<file path="src/rtl/riscv_scoreboard_pkg.sv">
// Shared constants for the register scoreboard.
// Default geometry and the "unknown latency" code.
package riscv_scoreboard_pkg;

    localparam int SB_NREG  = 32;
    localparam int SB_AW    = 5;
    localparam int SB_LAT_W = 3;
    localparam int SB_CNT_W = 32;

    // All-ones latency code: the result arrives on a writeback strobe.
    localparam logic [SB_LAT_W-1:0] SB_LAT_UNKNOWN = '1;

endpackage

</file>
<file path="src/rtl/riscv_scoreboard_entry.sv">
// One scoreboard slot: a pending bit plus a latency countdown.
// Ports: i_set/i_lat install an entry, i_wb_hit/i_flush_hit free it;
// o_pending is the registered bit, o_busy the effective (blocking) state.
module riscv_scoreboard_entry
    import riscv_scoreboard_pkg::*;
#(
    parameter int LAT_W = SB_LAT_W
) (
    input  logic             i_clk,
    input  logic             i_rstn,
    input  logic             i_set,
    input  logic [LAT_W-1:0] i_lat,
    input  logic             i_wb_hit,
    input  logic             i_flush_hit,
    output logic             o_pending,
    output logic             o_busy
);

    logic             r_pending;
    logic [LAT_W-1:0] r_cnt;
    logic             w_unknown;
    logic             w_last;

    assign w_unknown = (r_cnt == {LAT_W{1'b1}});

    // A fixed entry on its final count clears at this edge, so a
    // dependent presented now may already issue at the same edge.
    assign w_last = r_pending && !w_unknown
                 && (r_cnt == LAT_W'(1));

    assign o_pending = r_pending;
    assign o_busy    = r_pending && !w_last
                    && !i_wb_hit && !i_flush_hit;

    always_ff @(posedge i_clk or negedge i_rstn) begin
        if (!i_rstn) begin
            r_pending <= 1'b0;
            r_cnt     <= '0;
        end else if (i_set) begin
            // A new issue overrides a same-cycle writeback/flush.
            r_pending <= 1'b1;
            r_cnt     <= i_lat;
        end else if (i_wb_hit || i_flush_hit) begin
            r_pending <= 1'b0;
            r_cnt     <= '0;
        end else if (r_pending && !w_unknown) begin
            if (w_last) begin
                r_pending <= 1'b0;
                r_cnt     <= '0;
            end else begin
                r_cnt <= r_cnt - LAT_W'(1);
            end
        end
    end

endmodule

</file>
<file path="src/rtl/riscv_scoreboard.sv">
// Per-register pending tracker between decode and execute.
// Ports: issue request (rs1/rs2/rd/lat), writeback and flush strobes;
// outputs the decode stall, pending vector, busy count, stall counter.
module riscv_scoreboard
    import riscv_scoreboard_pkg::*;
#(
    parameter int NREG  = SB_NREG,
    parameter int AW    = SB_AW,
    parameter int LAT_W = SB_LAT_W,
    parameter int CNT_W = SB_CNT_W
) (
    input  logic             i_clk,
    input  logic             i_rstn,
    input  logic             i_issue_valid,
    input  logic [AW-1:0]    i_issue_rs1,
    input  logic [AW-1:0]    i_issue_rs2,
    input  logic [AW-1:0]    i_issue_rd,
    input  logic             i_issue_rd_we,
    input  logic [LAT_W-1:0] i_issue_lat,
    input  logic             i_wb_valid,
    input  logic [AW-1:0]    i_wb_rd,
    input  logic             i_flush_valid,
    input  logic [AW-1:0]    i_flush_rd,
    output logic             o_issue_stall,
    output logic [NREG-1:0]  o_pending,
    output logic [AW:0]      o_busy_cnt,
    output logic [CNT_W-1:0] o_stall_cycles
);

    logic [NREG-1:0]  w_rs1_dec;
    logic [NREG-1:0]  w_rs2_dec;
    logic [NREG-1:0]  w_rd_dec;
    logic [NREG-1:0]  w_busy;
    logic [NREG-1:0]  w_pending;
    logic [NREG-1:1]  w_wb_hit;
    logic [NREG-1:1]  w_flush_hit;
    logic [NREG-1:1]  w_set;
    logic             w_tracked;
    logic             w_stall;
    logic             w_issue_ok;
    logic             w_rs1_haz;
    logic             w_rs2_haz;
    logic             w_rd_haz;
    logic [AW:0]      w_busy_cnt;
    logic [CNT_W-1:0] r_stall_cycles;

    for (genvar g = 0; g < NREG; g++) begin : g_dec
        assign w_rs1_dec[g] = (i_issue_rs1 == AW'(g));
        assign w_rs2_dec[g] = (i_issue_rs2 == AW'(g));
        assign w_rd_dec[g]  = (i_issue_rd == AW'(g));
    end

    // x0 never holds a result, so it is never pending.
    assign w_busy[0]    = 1'b0;
    assign w_pending[0] = 1'b0;

    for (genvar g = 1; g < NREG; g++) begin : g_ent
        assign w_wb_hit[g]    = i_wb_valid
                             && (i_wb_rd == AW'(g));
        assign w_flush_hit[g] = i_flush_valid
                             && (i_flush_rd == AW'(g));
        assign w_set[g]       = w_issue_ok && w_tracked
                             && w_rd_dec[g];

        riscv_scoreboard_entry #(
            .LAT_W (LAT_W)
        ) u_entry (
            .i_clk       (i_clk),
            .i_rstn      (i_rstn),
            .i_set       (w_set[g]),
            .i_lat       (i_issue_lat),
            .i_wb_hit    (w_wb_hit[g]),
            .i_flush_hit (w_flush_hit[g]),
            .o_pending   (w_pending[g]),
            .o_busy      (w_busy[g])
        );
    end

    // Only writes with a nonzero latency to a real register are tracked.
    assign w_tracked = i_issue_rd_we
                    && (i_issue_rd != '0)
                    && (i_issue_lat != '0);

    assign w_rs1_haz = |(w_busy & w_rs1_dec);
    assign w_rs2_haz = |(w_busy & w_rs2_dec);
    assign w_rd_haz  = i_issue_rd_we && |(w_busy & w_rd_dec);

    assign w_stall = i_rstn && i_issue_valid
                  && (w_rs1_haz || w_rs2_haz || w_rd_haz);

    assign w_issue_ok = i_issue_valid && !w_stall;

    always_comb begin
        w_busy_cnt = '0;
        for (int i = 0; i < NREG; i++) begin
            w_busy_cnt = w_busy_cnt
                       + {{AW{1'b0}}, w_pending[i]};
        end
    end

    always_ff @(posedge i_clk or negedge i_rstn) begin
        if (!i_rstn) begin
            r_stall_cycles <= '0;
        end else if (w_stall && (r_stall_cycles != '1)) begin
            r_stall_cycles <= r_stall_cycles + CNT_W'(1);
        end
    end

    assign o_issue_stall  = w_stall;
    assign o_pending      = w_pending;
    assign o_busy_cnt     = w_busy_cnt;
    assign o_stall_cycles = r_stall_cycles;

endmodule

</file>
<file path="config.mk">
export PLATFORM = sky130hd
export DESIGN_NAME = riscv_scoreboard
export DESIGN_NICKNAME = d
export VERILOG_FILES = /design/src/rtl/riscv_scoreboard_pkg.sv /design/src/rtl/riscv_scoreboard_entry.sv /design/src/rtl/riscv_scoreboard.sv
export SDC_FILE = /design/constraint.sdc
export NUM_CORES = 1
export LEC_CHECK = 0
export ABC_AREA = 1
export BUFFER_PORTS_ARGS = -buffer_cell sky130_fd_sc_hd__buf_4
export CAP_MARGIN = 10
export CORE_ASPECT_RATIO = 0.7
export CORE_MARGIN = 4
export CORE_UTILIZATION = 43
export DETAILED_ROUTE_END_ITERATION = 8
export SLEW_MARGIN = 30
export SYNTH_ARGS = -nofsm -noshare
export SYNTH_HDL_FRONTEND = slang
export SYNTH_SLANG_ARGS = --single-unit
export TNS_END_PERCENT = 1
</file>
<file path="constraint.sdc">
create_clock -name i_clk -period 6.1 [get_ports i_clk]
set_clock_uncertainty 0.1 [all_clocks]
set_input_delay 0.305 -clock i_clk [delete_from_list [all_inputs] [get_ports i_clk]]
set_output_delay 0.305 -clock i_clk [all_outputs]
set_load 0.01 [all_outputs]
</file>
==> flow_summary.yaml, run 1 <==
sta:
  drv_slew: 0
  finalHoldViolCount: 0
  relSlewSlack_pct: 36.6
  tns_ps: 0
  post-route-period-util_pct: 96.9
  worst_slew_pin_slew_ps: 950
  rsz0062_at_grt: "false"
  finalSetupViolCount: 0
  fmax_mhz: 169
  period_minus_slack_ps: 5910
finish:
  area_delta_synth_final_pct: 9.96
  nNetsFinal: 2399
  multi_input_area_mm2: 0.00851
  fin_area_mm2: 0.0159
  seq_area_mm2: 0.00391
  n_fill_cell: 3448
  drive_gt1_share_pct: 7.99
  n_antenna_cell: 0
power:
  power_mw: 5.68
  cellLeakagePower_nw: 8.76
  p_per_area_mw_per_mm2: 357
  irDropWorstVdd_mv: 0.201
cts:
  cts_num_sinks: 156
  cts_tree: "yes"
  cts_max_path_buffers: 2
  cts_buffers: 17
  clkSlewWorstSetupHoldPaths_ps: 70
  clk_latency_ps: 470
  h-tree-depth: 4
  postCtsSetupRepairBufs: 0
  cts-root-buf: "clkbuf_16"
synth:
  synth_area_leader_cell: "dfrtp_1"
  syn_area_mm2: 0.0145
  ys.flop_type: "dfrtp_1"
  synth-async-reset-ratio_pct: 100
  synth_warnings: 0
  ys_types: 40
  postSynthNetCount: 2357
  synth_common_cells: "nand2_1, inv_1, nor2_1"
  synth.area.top_cells: "dfrtp_1, nand2_1, inv_1, ha_1, nand4_1"
  netlist_instances: 2199
  synth-edff-count: 0
  synth_top_area_share_pct: 27.0
  syn_avg_cell_area_um2: 6.58
  synth_most_common_cell: "nand2_1"
  synth.ff_latch_count: 156
  ys_seq_area_share_pct: 27.0
worst_setup_path:
  cp_common_cell: "fa_1"
  cp_cell_sequence: "fa_1 -> inv_1 -> fa_1 -> inv_1 -> fa_1 -> inv_1 -> fa_1 -> fa_1 -> fa_1 -> inv_1 -> fa_1 -> fa_2 -> a21oi_1 -> nor2_1 -> nor2_1 -> xnor2_1 -> buf_4"
  slowest_stage: "fa_1"
  critPathMaxFanout: 4
  cp-start-kind: "register"
  slowest_delay_ps: 570
  crit_path_end_kind: "output port"
  cp.required_ps: 5690
  critPathArrivalTime_ps: 5500
  criticalPathCategory: "register to output port"
global_route:
  gr-total-overflow: 0
  grt_start_max_net_pins: 93
  antenna_found_initial: 1
  grt_pass1_wl_mm: 79.3
  grt.total_usage_pct: 28.5
  grt_pass1_vias: 13300
drt:
  drt_wl_total_mm: 52.5
  dr.pass1.iters: 6
  drtIter0Drc: 1534
  ant_nets: 0
  wire_per_inst_um: 19.6
  via_per_inst: 5.45
  drc: 0
  vias: 14600
job:
  max_cap_violations: 0
place:
  port_buffers: 103
  placed_area_mm2: 0.0153
  place.gp.congestion: 1.07
  dp_hpwl_mm: 40.8
die:
  die_width_um: 227
  initial_core_util_pct: 44.2
  fp.dieH_um: 162
  pin_count: 105
  fp-row-count: 55
  core_area_mm2: 0.0328
  floorplan.die_area_mm2: 0.0367
outcome:
  outcome: "finished, final reports clean"
hold_path:
  hold_class: "primary input to register"
power breakdown:
group          switching, mW  total [mW]  internal (mW)
sequential             0.375        1.79           1.41
combinational           1.65        2.75           1.10
clock                  0.506        1.14          0.631
final cells by class:
cell class,instances,share of cell area [%]
tap,427,3.36
sequential,156,24.5
timing repair buffer,109,5.31
inverter,406,9.58
clock buffer,21,2.89
multi-input combinational,1551,53.5
clock inverter,11,0.849
worst paths after layout:
kind / cells past startpoint / slack [ps] / start / endpoint
hold reg to reg: 2 / 420 / o_stall_cycles[16]$_DFFE_PN0P_ / o_stall_cycles[16]$_DFFE_PN0P_
setup reg to reg: 16 / 2380 / g_ent[1].u_entry.r_cnt[1]$_DFFE_PN0P_ / o_stall_cycles[2]$_DFFE_PN0P_
max in group asynchronous: 3 / 4520 / i_rstn / g_ent[9].u_entry.r_cnt[2]$_DFFE_PN0P_
hold / removal: 3 / 110 / i_issue_lat[1] / g_ent[8].u_entry.r_cnt[1]$_DFFE_PN0P_
min in group asynchronous: 2 / 210 / i_rstn / g_ent[30].u_entry.r_cnt[0]$_DFFE_PN0P_
setup / recovery: 17 / 190 / g_ent[20].u_entry.o_pending$_DFFE_PN0P_ / o_busy_cnt[4]
repair_timing:
| action | in CTS | in global routing |
|---|---|---|
| hold buffers | 1 | 0 |
| resized for setup | 0 | 2 |
| endpoints found under the hold margin | 36 | 0 |
| setup endpoints to repair | 0 | 1 |
state kept, by name, indices dropped and copies added, names as in the netlist:
name,flops
g_ent.u_entry.o_pending,31
g_ent.u_entry.r_cnt,93
o_stall_cycles,32
per-layer routing:
layer  global-route usage, %  share of wire [%]
met1                    43.9                 48
met2                    38.6                 39
met3                    7.61                 10
met4                    7.94                2.7
met5                       0              0.036
placed cells by master, fill, tap and decap left out, types with 12 or more instances in the layout:
master / n
a21oi_1: 100
a31oi_1: 12
buf_4: 104
clkbuf_16: 17
dfrtp_1: 155
fa_1: 22
ha_1: 101
inv_1: 389
inv_2: 16
nand2_1: 536
nand3_1: 166
nand4_1: 153
nor2_1: 208
nor3_1: 80
o21ai_0: 44
o21ai_1: 20
xnor2_1: 16
xor2_1: 47
cells by family (layout without fill, tap and decap cells):
kind of cell	Yosys count	after routing	synth area share, %
other	1	1	0.0259
buffers and inverters	492	547	14.3
xor gates and xnor gates	63	63	3.81
AOI/OAI and AO/OA	185	185	6.65
adders and majority gates	124	124	11.9
DFF	156	156	27.0
and+or+nand+nor	1178	1178	36.3
worst max-delay path, delay by kind of cell, from the launching register on:
kind,cells,cell delay [ps]
flip-flops,1,450
AO/OA/AOI/OAI,1,140
AND/OR/NAND/NOR,2,170
XOR/XNOR,1,130
adder cells (fa/ha/maj),8,3770
buffers and inverters,5,400
metrics by stage:
stage / worst slack (ps) / hold slack, ps / cells / utilization, %
floorplan: 1000 / -90.6 / 2199 / -
global placement: 646 / 139 / 2648 / 46.7
detailed placement: 578 / 141 / 2648 / 46.7
CTS: 106 / 95.0 / 2681 / 48.6
global route: 29.9 / 111 / 2681 / 48.6
finish: 191 / 110 / 2681 / 48.6
Power figures use the tool's default switching activity.
==> run 2, diff against run 1 <==
- GPL_TIMING_DRIVEN: default -> 0
==> run 2 against run 1 <==
- sequential share of layout area is 0.85 points lower
- count of clock-buffer cells in the layout is 2 lower
- design area is 3.7% higher
- combinational power is 6% higher
- routed wire length is 9.4% higher
- flip-flop and latch count stayed put
- die area stayed put
- worst setup slack worse by 45 ps
- core utilization is 1.8 points higher
- non-clock buffer count is 82 higher
- highest routed layer unchanged
==> flow_summary.yaml, run 2 (synthesis results as in run 1) <==
drt:
  ant_nets: 0
  vias: 15200
  drt_wl_total_mm: 57.5
  via_per_inst: 5.50
  wire_per_inst_um: 20.8
  drc: 0
  drtIter0Drc: 1792
  dr.pass1.iters: 6
sta:
  drv_slew: 0
  period_minus_slack_ps: 5950
  setup_slack_ps: 146
  relSlewSlack_pct: 31.5
  tns_ps: 0
  finalSetupViolCount: 0
  rsz0062_at_grt: "false"
  post-route-period-util_pct: 97.6
  worst_slew_pin_slew_ps: 1030
  fmax_mhz: 168
  finalHoldViolCount: 0
power:
  cellLeakagePower_nw: 9.12
  irDropWorstVdd_mv: 0.252
  power_mw: 5.91
  clkPwrFrac_pct: 20.5
  p_per_area_mw_per_mm2: 358
  switching_share_pct: 43.7
  internal_power_mw: 3.33
  power_switching_mw: 2.58
  pwr-share-comb_pct: 49.2
  p_seq_share_pct: 30.3
die:
  pin_count: 105
  fp.dieH_um: 162
  floorplan.die_area_mm2: 0.0367
  die_width_um: 227
  fp-row-count: 55
  initial_core_util_pct: 44.2
  core_area_mm2: 0.0328
hold_path:
  hold_path_end: "g_ent[25].u_entry.r_cnt[2]$_DFFE_PN0P_"
  hold_class: "primary input to register"
  worstHoldStart: "i_issue_lat[2]"
  whs_path_depth: 3
global_route:
  antenna_found_initial: 0
  grt.total_usage_pct: 31.3
  grt_pass1_vias: 14000
  gr-total-overflow: 0
  grt_start_max_net_pins: 78
  grt_pass1_wl_mm: 86.0
place:
  place.gp.congestion: 1.05
  dpl_worst_slack_ps: 398
  dp_hpwl_mm: 46.4
  dp.cells: 2728
  port_buffers: 100
finish:
  n_antenna_cell: 0
  multi_input_area_mm2: 0.00851
  n_fill_cell: 3412
  utilization_pct: 50.4
  seq_area_mm2: 0.00391
  most-common-layout-cells: "nand2_1, inv_1, nor2_1, nand3_1"
  nNetsFinal: 2481
  largest_reg_flops: 93
  top_register: "g_ent.u_entry.r_cnt"
  area_delta_synth_final_pct: 14.0
  mostFrequentLayoutCell: "nand2_1"
  final_cells: 2761
  drive_gt1_share_pct: 10.3
worst_setup_path:
  cp-start-kind: "register"
  crit_path_end_kind: "output port"
  ff2ff_path_depth: 17
  criticalPathCategory: "register to output port"
  reg2reg_from: "g_ent[20].u_entry.r_cnt[1]$_DFFE_PN0P_"
  reg2reg_to: "g_ent[11].u_entry.r_cnt[0]$_DFFE_PN0P_"
  critPathMaxFanout: 3
  cp.required_ps: 5690
  regToRegSetupSlack_ps: 2920
  critPathArrivalTime_ps: 5550
cts:
  cts_num_sinks: 156
  cts_max_path_buffers: 2
  cts_tree: "yes"
  cts-root-buf: "clkbuf_16"
  clk_latency_ps: 460
  h-tree-depth: 4
  cts_buffers: 17
  clkSlewWorstSetupHoldPaths_ps: 70
outcome:
  outcome: "finished, final reports clean"
job:
  max_cap_violations: 0
run 2: cell count changes in the layout (fill, tap and decap cells not counted), sizes merged:
cell,change
buf,+59
clkbuf,+21
clkinvlp,-2
inv,-2
bufinv,+3
clkinv,+1
run 2: critical path: stages, from the launching register on:
cell     delay (ps)
dfrtp_2         460
fa_1            540
inv_1            50
fa_1            560
inv_1            70
fa_1            480
inv_1            60
fa_2            560
fa_1            440
fa_1            490
inv_1            50
fa_2            360
fa_2            370
a21oi_1         150
nor2_1           50
nor2_1          110
xnor2_1         130
buf_4           150
run 2: layer usage:
layer,wire [um],vias to the layer above,track usage [%]
met2,22300,730,41.9
li1,-,7262,-
met1,26700,7092,46.4
met3,6730,93,11.5
met5,61,-,1.34
met4,1670,2,9.46
run 2: metrics by stage:
step           hold WS (ps)  area [um2]
6_report                123       16500
5_1_grt                 126       16500
4_1_cts                90.6       16500
3_5_place_dp            106       15800
3_3_place_gp            405       15800
2_1_floorplan         -90.6       14500
run 2: final cells by class:
cell class                      instances  share of cell area (%)
Buffer                                 86                    3.34
Clock buffer                           19                    2.68
Clock inverter                         11                    1.16
Inverter                              406                    9.23
Multi-Input combinational cell       1551                    51.6
Sequential cell                       156                    23.7
Tap cell                              427                    3.24
Timing Repair Buffer                  105                    5.08
run 2: worst max path at each step:
stage / startpoint / to
CTS: g_ent[18].u_entry.o_pending$_DFFE_PN0P_ / o_busy_cnt[4]
detailed placement: g_ent[22].u_entry.o_pending$_DFFE_PN0P_ / o_busy_cnt[4]
finish: g_ent[18].u_entry.o_pending$_DFFE_PN0P_ / o_busy_cnt[4]
floorplan: g_ent[18].u_entry.o_pending$_DFFE_PN0P_ / o_busy_cnt[4]
global route: g_ent[18].u_entry.o_pending$_DFFE_PN0P_ / o_busy_cnt[4]
global placement: g_ent[28].u_entry.o_pending$_DFFE_PN0P_ / o_busy_cnt[4]
run 2: power groups by stage:
stage	Clock, mW	Sequential (mW)	Combinational [mW]
after detailed placement	0	1.80	2.87
after global routing	1.27	1.85	3.32
after global placement	0	1.79	2.77
after CTS	1.23	1.79	2.89
final	1.21	1.79	2.91
after floorplan	0	1.73	1.99
run 2: timing repair:
| action | 4_1_cts | 5_1_grt |
|---|---|---|
| hold endpoints to repair | 80 | 0 |
| buffers inserted | 2 | 0 |
| hold buffers | 1 | 0 |
| endpoints found under the setup margin | 1 | 1 |
| pin swaps | 0 | 0 |
| resized for setup | 6 | 3 |
==> run 3, diff against run 2 <==
- SYNTH_HIERARCHICAL: default -> 1
==> run 3 against run 2 <==
- first-iteration DRC count shrank 30%
- hold slack gained 76 ps
- global-route usage shrank 6.0 points
- sequential power grew 4%
- via count shrank 4.4%
- count of clock-buffer cells in the layout is the same
==> flow_summary.yaml, run 3 <==
outcome:
  outcome: "finished, final reports clean"
synth:
  netlist_instances: 2274
  ys.flop_type: "dfrtp_1"
  synth_most_common_cell: "nand2_1"
  postSynthNetCount: 2432
  synth_top_area_share_pct: 26.4
  synth.area.top_cells: "dfrtp_1, nand2_1, ha_1, inv_1, nor2_1"
  ys_seq_area_share_pct: 26.4
  synth-edff-count: 0
  synth_common_cells: "nand2_1, inv_1, nor2_1"
  synth-async-reset-ratio_pct: 100
  synth_area_leader_cell: "dfrtp_1"
  syn_area_mm2: 0.0148
  ys_types: 40
  synth.ff_latch_count: 156
  synth_warnings: 6
  syn_avg_cell_area_um2: 6.51
sta:
  finalHoldViolCount: 0
  relSlewSlack_pct: 51.6
  post-route-period-util_pct: 97.4
  setup_slack_ps: 160
  period_minus_slack_ps: 5940
  fmax_mhz: 168
  rsz0062_at_grt: "false"
  worst_slew_pin_slew_ps: 723
  drv_slew: 0
  finalSetupViolCount: 0
  tns_ps: 0
drt:
  drt_wl_total_mm: 46.8
  dr.pass1.iters: 6
  ant_nets: 0
  vias: 14500
  drtIter0Drc: 1251
  highest_layer: "met4"
  wl_met2_mm: 19.2
  drc: 0
  wire_per_inst_um: 16.3
  via_per_inst: 5.04
  wl_met3_mm: 3.71
  wirelength_met1_mm: 23.2
place:
  dpl_worst_slack_ps: 437
  port_buffers: 103
  placed_area_mm2: 0.0162
  dp_hpwl_mm: 37.0
  dp.cells: 2843
  place.gp.congestion: 0.978
worst_setup_path:
  cp-start-kind: "register"
  cp.required_ps: 5690
  criticalPathCategory: "register to output port"
  worstSetupStartpoint: "g_ent[28].u_entry/o_pending$_DFFE_PN0P_"
  reg2reg_from: "g_ent[5].u_entry/r_cnt[0]$_DFFE_PN0P_"
  crit_path_end_kind: "output port"
  critPathArrivalTime_ps: 5540
  ff2ff_path_depth: 21
  critPathMaxFanout: 4
cts:
  cts_max_path_buffers: 2
  cts-root-buf: "clkbuf_16"
  clk_latency_ps: 460
  cts_tree: "yes"
  cts_buffers: 17
  clkSlewWorstSetupHoldPaths_ps: 70
  h-tree-depth: 4
  cts_num_sinks: 156
finish:
  final_cells: 2880
  n_antenna_cell: 0
  fin_area_mm2: 0.0169
  mostFrequentLayoutCell: "nand2_1"
  drive_gt1_share_pct: 20.3
  most-common-layout-cells: "nand2_1, inv_1, nor2_1, nand3_1, inv_2"
  nNetsFinal: 2563
  largest_reg_flops: 93
  area_delta_synth_final_pct: 14.2
  n_fill_cell: 3420
  top_register: "g_ent.u_entry/r_cnt"
global_route:
  grt_start_max_net_pins: 72
  grt.total_usage_pct: 25.3
  antenna_found_initial: 0
  grt_pass1_wl_mm: 75.6
  grt_pass1_vias: 13600
  gr-total-overflow: 0
power:
  clkPwrFrac_pct: 14.2
  power_switching_mw: 3.86
  p_seq_share_pct: 23.2
  internal_power_mw: 4.18
  p_per_area_mw_per_mm2: 476
  power_mw: 8.04
  irDropWorstVdd_mv: 0.894
  switching_share_pct: 48.0
  pwr-share-comb_pct: 62.5
  cellLeakagePower_nw: 9.41
die:
  die_width_um: 230
  core_area_mm2: 0.0337
  fp-row-count: 56
  initial_core_util_pct: 43.9
  fp.dieH_um: 163
  pin_count: 105
  floorplan.die_area_mm2: 0.0375
job:
  max_cap_violations: 0
hold_path:
  hold_class: "primary input to async pin"
run 3: changes by cell type after synthesis, sizes merged, moves of 9 or more:
cell    previous run  this run
a31oi             12         1
a21boi             0        17
xor2              47        27
buf               64        23
nor2             216       288
a21oi            100        17
clkbuf            22        13
nand4            153        76
o21ai             64        53
xnor2             16         6
nand2            538       823
inv              405       396
nor3              82        16
nand3            176       213
run 3: what timing repair did:
| item | 4_1_cts | 5_1_grt |
|---|---|---|
| hold buffers | 1 | 0 |
| gates cloned | 0 | 0 |
| endpoints found under the setup margin | 1 | 1 |
| resized for setup | 6 | 12 |
| pin swaps | 0 | 2 |
| hold endpoints to repair | 156 | 0 |
| setup buffers | 1 | 5 |
run 3: cell families after synthesis:
family | count (synthesis) | share of synthesized area, %
AND/OR/NAND/NOR | 1431 | 44.0
buffers and inverters | 433 | 11.3
flip-flops | 156 | 26.4
adder cells (fa/ha/maj) | 124 | 11.7
AO/OA/AOI/OAI | 96 | 4.65
XOR/XNOR | 33 | 1.95
other | 1 | 0.0253
run 3: final timing paths:
path                       slack (ps)                                      end
min reg2reg                       410   g_ent[10].u_entry/r_cnt[1]$_DFFE_PN0P_
max in group asynchronous        4980  g_ent[10].u_entry/o_pending$_DFFE_PN0P_
max reg2reg                      2510   g_ent[12].u_entry/r_cnt[0]$_DFFE_PN0P_
max                               160                            o_busy_cnt[4]
min in group i_clk                230            o_stall_cycles[0]$_DFFE_PN0P_
min                               200   g_ent[7].u_entry/o_pending$_DFFE_PN0P_
run 3: power by group through the flow:
stage	clock network, mW	registers [mW]	logic, mW
after CTS	1.18	1.87	4.95
after global placement	0	1.87	4.78
after floorplan	0	1.79	3.32
final	1.15	1.87	5.03
after global routing	1.22	1.93	5.81
after detailed placement	0	1.88	4.88
run 3: through the flow:
stage / utilization [%] / hold slack (ps)
2_1_floorplan: - / -90.6
3_3_place_gp: 47.9 / 396
3_5_place_dp: 48.1 / 79.4
4_1_cts: 50.0 / 188
5_1_grt: 50.1 / 203
6_report: 50.1 / 199
run 3: critical path, stage by stage (launching register included):
cell and delay (ps):
dfrtp_1 450, inv_1 100, fa_1 520, fa_1 520
inv_1 50, fa_1 470, inv_1 50, fa_2 550
fa_1 450, fa_1 500, inv_1 50, fa_2 350
fa_2 400, a21oi_4 170, nor2_1 50, nor2_1 110
xnor2_1 130, buf_4 140
run 3: final cells by class:
class / instances / area (um2) / area share [%]
multi-input combinational: 1685 / 9230 / 54.6
sequential: 156 / 3920 / 23.2
inverter: 397 / 1490 / 8.82
timing repair buffer: 112 / 891 / 5.27
tap: 464 / 581 / 3.44
clock buffer: 19 / 453 / 2.68
buffer: 36 / 188 / 1.11
clock inverter: 11 / 144 / 0.852
run 3: metal layers:
metal / vias to the layer above / GRT usage [%]
li1: 7265 / -
met1: 6686 / 38.9
met2: 510 / 36.7
met3: 48 / 5.26
met4: 0 / 4.97
met5: - / 0
